### src/rtl/data_mem_ctrl_pkg.sv
// Shared types and default parameters for the data-memory stage that sits
// after the MemTR write-data mux.
package data_mem_ctrl_pkg;

    localparam int E_DEFAULT    = 32;
    localparam int AW_DEFAULT   = 6;
    localparam int WAIT_DEFAULT = 2;

    typedef enum logic [1:0] {
        IDLE   = 2'd0,
        ACCESS = 2'd1,
        DONE   = 2'd2
    } state_t;

endpackage

### src/rtl/data_mem_ctrl_if.sv
// Request/response bundle between the MemTR mux stage (master) and the
// data-memory controller (slave).
interface data_mem_ctrl_if #(
    parameter int E = 32
);
    logic         req;
    logic         MemTR;
    logic [E-1:0] addr;
    logic [E-1:0] DW;
    logic [E-1:0] DR;
    logic         ack;
    logic         busy;
    logic         err;

    modport master (
        output req, MemTR, addr, DW,
        input  DR, ack, busy, err
    );

    modport slave (
        input  req, MemTR, addr, DW,
        output DR, ack, busy, err
    );
endinterface

### src/rtl/data_mem_ctrl_dm_array.sv
// Word-addressed storage: synchronous write, combinational read, no reset
// so contents survive a controller reset.
module dm_array #(
    parameter int E  = 32,
    parameter int AW = 6
) (
    input  logic          clk,
    input  logic          we,
    input  logic [AW-1:0] waddr,
    input  logic [E-1:0]  wdata,
    input  logic [AW-1:0] raddr,
    output logic [E-1:0]  rdata
);

    logic [E-1:0] mem [2**AW];

    always_ff @(posedge clk) begin
        if (we) begin
            mem[waddr] <= wdata;
        end
    end

    assign rdata = mem[raddr];

endmodule

### src/rtl/data_mem_ctrl.sv
// Multi-cycle data-memory controller: accepts one request in IDLE, spends
// WAIT cycles in ACCESS, then pulses ack (with err for out-of-range) in DONE.
module data_mem_ctrl
    import data_mem_ctrl_pkg::*;
#(
    parameter int E    = E_DEFAULT,
    parameter int AW   = AW_DEFAULT,
    parameter int WAIT = WAIT_DEFAULT
) (
    input  logic            clk,
    input  logic            rst_n,
    data_mem_ctrl_if.slave  bus
);

    localparam int CW = $clog2(WAIT) + 1;

    state_t          state, state_next;
    logic [CW-1:0]   cnt, cnt_next;

    logic            write_q;
    logic            oor_q;
    logic [AW-1:0]   addr_q;
    logic [E-1:0]    wdata_q;
    logic [E-1:0]    dr_q;

    logic            accept;
    logic            complete;
    logic            we;
    logic [E-1:0]    rdata;

    assign accept   = (state == IDLE) && bus.req;
    assign complete = (state == ACCESS) && (cnt == '0);
    // A write only lands on the ACCESS->DONE edge, so a reset before then drops it.
    assign we       = complete && write_q && !oor_q;

    always_ff @(posedge clk or negedge rst_n) begin
        if (!rst_n) begin
            state <= IDLE;
            cnt   <= '0;
        end else begin
            state <= state_next;
            cnt   <= cnt_next;
        end
    end

    always_comb begin
        state_next = state;
        cnt_next   = cnt;
        case (state)
            IDLE: begin
                if (bus.req) begin
                    state_next = ACCESS;
                    cnt_next   = CW'(WAIT - 1);
                end
            end
            ACCESS: begin
                if (cnt == '0) begin
                    state_next = DONE;
                end else begin
                    cnt_next = cnt - CW'(1);
                end
            end
            DONE: begin
                state_next = IDLE;
            end
            default: begin
                state_next = IDLE;
            end
        endcase
    end

    always_ff @(posedge clk or negedge rst_n) begin
        if (!rst_n) begin
            write_q <= 1'b0;
            oor_q   <= 1'b0;
            addr_q  <= '0;
            wdata_q <= '0;
        end else if (accept) begin
            write_q <= bus.MemTR;
            oor_q   <= |bus.addr[E-1:AW];
            addr_q  <= bus.addr[AW-1:0];
            wdata_q <= bus.DW;
        end
    end

    // DR changes only when a read completes; writes and idle cycles leave it alone.
    always_ff @(posedge clk or negedge rst_n) begin
        if (!rst_n) begin
            dr_q <= '0;
        end else if (complete && !write_q) begin
            dr_q <= oor_q ? '0 : rdata;
        end
    end

    dm_array #(
        .E  (E),
        .AW (AW)
    ) u_array (
        .clk   (clk),
        .we    (we),
        .waddr (addr_q),
        .wdata (wdata_q),
        .raddr (addr_q),
        .rdata (rdata)
    );

    assign bus.DR   = dr_q;
    assign bus.ack  = (state == DONE);
    assign bus.busy = (state == ACCESS);
    assign bus.err  = (state == DONE) && oor_q;

endmodule
### src/flat_wrapper.sv
// flat-port wrapper written by rule: the top's interface ports become plain ports
module data_mem_ctrl_flat import data_mem_ctrl_pkg::*;
#(
    parameter int E    = E_DEFAULT,
    parameter int AW   = AW_DEFAULT,
    parameter int WAIT = WAIT_DEFAULT
)
  (clk, rst_n, bus_req, bus_MemTR, bus_addr, bus_DW, bus_DR, bus_ack, bus_busy, bus_err);
  data_mem_ctrl_if #(.E(E)) bus_i ();
  input  logic clk;
  input  logic rst_n;
  input wire logic [$bits(bus_i.req)-1:0] bus_req;
  input wire logic [$bits(bus_i.MemTR)-1:0] bus_MemTR;
  input wire logic [$bits(bus_i.addr)-1:0] bus_addr;
  input wire logic [$bits(bus_i.DW)-1:0] bus_DW;
  output wire logic [$bits(bus_i.DR)-1:0] bus_DR;
  output wire logic [$bits(bus_i.ack)-1:0] bus_ack;
  output wire logic [$bits(bus_i.busy)-1:0] bus_busy;
  output wire logic [$bits(bus_i.err)-1:0] bus_err;
  assign bus_i.req = bus_req;
  assign bus_i.MemTR = bus_MemTR;
  assign bus_i.addr = bus_addr;
  assign bus_i.DW = bus_DW;
  assign bus_DR = bus_i.DR;
  assign bus_ack = bus_i.ack;
  assign bus_busy = bus_i.busy;
  assign bus_err = bus_i.err;
  data_mem_ctrl #(.E(E), .AW(AW), .WAIT(WAIT)) u_core (.clk(clk), .rst_n(rst_n), .bus(bus_i));
endmodule
### config.mk
export PLATFORM = sky130hd
export DESIGN_NAME = data_mem_ctrl_flat
export DESIGN_NICKNAME = d
export VERILOG_FILES = /design/src/rtl/data_mem_ctrl_pkg.sv /design/src/rtl/data_mem_ctrl_if.sv /design/src/rtl/data_mem_ctrl_dm_array.sv /design/src/rtl/data_mem_ctrl.sv /design/src/flat_wrapper.sv
export SDC_FILE = /design/constraint.sdc
export NUM_CORES = 2
export LEC_CHECK = 0
export BUFFER_PORTS_ARGS = -buffer_cell sky130_fd_sc_hd__buf_2
export CORE_UTILIZATION = 45
export CTS_CLUSTER_DIAMETER = 60
export DETAILED_ROUTE_END_ITERATION = 7
export PLACE_DENSITY_LB_ADDON = 0.08
export SYNTH_ARGS = -nofsm -noshare
export SYNTH_HDL_FRONTEND = slang
export SYNTH_SLANG_ARGS = --single-unit
### constraint.sdc
create_clock -name clk -period 10.18 [get_ports clk]
set_input_delay 2.036 -clock clk [delete_from_list [all_inputs] [get_ports clk]]
set_output_delay 2.036 -clock clk [all_outputs]
set_load 0.05 [all_outputs]
==> reports/results.ini <==
[hold_path]
hold_class = reg -> reg
hold_end = u_core.cnt[0]
hold_start = u_core.cnt[0]
holdPathStages = 1

[yosys]
syn-num-nets = 4876
ys_ff_latch = 2124
synth_top_family_by_area = compound AO/OA/AOI/OAI gates
synth_xor_xnor_area_share_pct = 0
avgSynthCellArea_um2 = 17.0
netlist_area_um2 = 81500
synth_mux_area_share_pct = 3.72
syn_inst = 4807
synth-edff-count = 2048
synth_compound_area_share_pct = 12.3
synthFlopType = edfxtp_1
yosys.area_share.simple_pct = 4.16
yosysWarnings = 0
synth_fa_ha_area_share_pct = 0.0153
async_reset_ff_share_pct = 3.58
yosysUniqueCellTypes = 70
ys_seq_area_share_pct = 77.8

[worst_setup_path]
critical-path-slowest-cell = nor2b_4
slowest_delay_ns = 0.75
crit_fanout = 47
r2r_end = u_core.u_array.mem[22][8]
startpoint_type = register
r2r-start = u_core.addr_q[0]
arrival_ns = 5.46
path_common_cell = buf_4
cp-startpoint = u_core.addr_q[0]
worstPathCellList = nor2b_4 -> buf_4 -> buf_4 -> nand2_1 -> nor2_4 -> buf_4
cp.required_ns = 10.70
path_class = reg -> reg
crit_path_end_kind = register
reg2reg_depth = 6
reg2reg_slack_ns = 5.23

[floorplanning]
core.rowCount = 155
fp.dieH_um = 428
die_x_um = 428
pin_count = 103
die_area_um2 = 183000
core_um2 = 179000
start_util_pct = 45.5

[timing]
drv_slew = 0
slew_headroom_pct = 6.61
min_period_ns = 4.95
finClkSkew_ns = 0.0558
setup_violations = 0
hold_viol = 0
fin_setup_tns_ns = 0
max_clock_freq_ghz = 0.202
period_share_pct = 48.6
grt_setup_unrepaired = false
worst_slew_pin_slew_ns = 1.40

[drt]
drtIter0Drc = 6516
ant_nets = 0
wl_per_cell_um = 35.0
post-route-drc-count = 0
drt_wl_total_um = 261000
drt-pass1-iter-count = 6
via_count = 48500
viasPerCell = 6.49

[cells_and_area]
seq_area_um2 = 63500
drive_above_1_share_pct = 17.0
final_core_utilization_pct = 51.6
fillers = 14700
multi_input_area_um2 = 17000
design_area_um2 = 92500
area_growth_pct = 13.5
nNetsFinal = 4999
final_cells = 7478

[power_and_ir_drop]
power_density_nw_per_um2 = 301
combinationalPowerShare_pct = 30.6
p_sw_share_pct = 36.5
peakVddDrop_mv = 0.442
p_int_mw = 17.7
leakagePower_nw = 29.1
total_power_mw = 27.9
p_seq_share_pct = 41.1
p_sw_mw = 10.2
clock_power_share_pct = 28.3

[clock_network]
htreeDepth = 4
cts_root_buffer = clkbuf_16
post-cts-setup-buffers = 0
cts_repair_resize_count = 0
cts.clk_slew.worst_paths_ns = 0.06
cts_sinks = 2124
cts_tree = done
cts_buffers = 219
worstSkewPairLatency_ns = 0.88
ctsHoldBuffers = 0
clockBufferDepth = 3

[place]
dp.cells = 7064
placed_area_um2 = 85500
portBuffers = 102
hpwl_um = 148000
gp_congestion = 0.870

[grt]
met3_usage_pct = 5.06
grt_overflow = 0
grt_pass1_wl_um = 365000
grtUsageMet1_pct = 41.4
busiest_layer = met2
grt_usage_pct = 28.3
grt_max_degree = 172
use_met2_pct = 44.1
grt_pass1_vias = 45700
grt_antenna_before_repair = 5

[flow_run]
max-cap-violations = 0

[outcome]
status = finished, final reports clean

[final cells by class]
type	instances	share of cell area, %
sequential	2124	68.6
multi-input combinational	2292	18.4
clock buffer	286	6.37
tap	2355	3.18
timing repair buffer	285	2.12
clock inverter	121	1.25
inverter	8	0.0379
antenna	7	0.0189
[sequential cells by signal (all words and copies together) (netlist names)]
register            count
u_core.u_array.mem   2048
u_core.cnt              2
u_core.addr_q           6
u_core.bus.DR          32
u_core.oor_q            1
u_core.wdata_q         32
u_core.write_q          1
u_core.state            2
[layer usage]
layer	vias up	routed length (um)	part of all wire [%]
li1	20200	-	-
met1	25600	112000	43
met2	2329	122000	47
met3	380	21200	8.1
met4	0	6250	2.4
met5	-	0	0
[layout by cell type (no fill, tap or decap), types with 33 or more instances in the layout]
cell	synthesis	layout
a21oi_1	191	191
a221oi_1	284	284
a22o_1	93	93
a22oi_1	289	289
buf_2	139	101
buf_4	13	177
clkbuf_1	188	53
clkbuf_16	0	221
clkinv_1	1	50
clkinv_2	0	38
dfrtp_1	76	41
edfxtp_1	2048	2048
mux2_2	92	92
mux2i_1	184	184
nand2_1	99	98
nand3_1	53	53
nand3b_1	49	49
nor2_1	230	164
nor2_4	0	67
nor3_1	53	53
o21ai_0	86	86
o22ai_1	139	139
or3_1	34	33
or3b_2	50	51
[worst max-delay path, delay by kind of cell, from the launching register on]
kind / cells / cell delay [ns]
AND/OR/NAND/NOR: 3 / 2.10
buffers and inverters: 3 / 1.71
flip-flops: 1 / 0.69
[power groups by stage]
stage | clock network (mW) | registers [mW] | logic (mW)
4_1_cts | 7.98 | 11.4 | 8.47
2_1_floorplan | 0 | 11.9 | 4.30
6_report | 7.89 | 11.5 | 8.52
5_1_grt | 8.31 | 11.5 | 8.91
3_3_place_gp | 0 | 11.6 | 8.41
3_5_place_dp | 0 | 11.6 | 8.46
[synth_stat cells, types with 76 or more instances]
master,number,share of area (%)
a221oi_1,284,3.1
mux2i_1,184,2.3
a21oi_1,191,1.2
nor2_1,230,1.1
edfxtp_1,2048,75
mux2_2,92,1.3
o21ai_0,86,0.53
nand2_1,99,0.46
a22o_1,93,1.0
buf_2,139,0.85
o22ai_1,139,1.1
dfrtp_1,76,2.3
a22oi_1,289,2.7
clkbuf_1,188,0.87
[metrics by stage]
step / hold WS, ns / setup slack, ns
global route: 0.492 / 5.16
finish: 0.472 / 5.23
CTS: 0.471 / 5.30
detailed placement: 0.462 / 5.32
floorplan: 0.440 / 6.49
global placement: 0.451 / 4.86
[how the worst max path moves through the flow]
stage                                             to  slack (ns)  depth (start not counted)
after floorplan                              bus_err        6.49                          2
after global placement             u_core.bus.DR[23]        4.86                          8
after detailed placement  u_core.u_array.mem[22][16]        5.32                          6
after CTS                  u_core.u_array.mem[22][0]        5.30                          6
after global routing      u_core.u_array.mem[22][28]        5.16                          6
final                      u_core.u_array.mem[22][8]        5.23                          6
[kinds of logic after synthesis]
group / after synthesis
adder cells (fa/ha/maj): 1
AND/OR/NAND/NOR: 655
flip-flops: 2124
buffers and inverters: 391
AO/OA/AOI/OAI: 1353
multiplexers: 283
Note: power is estimated with default switching activity, not from simulation.
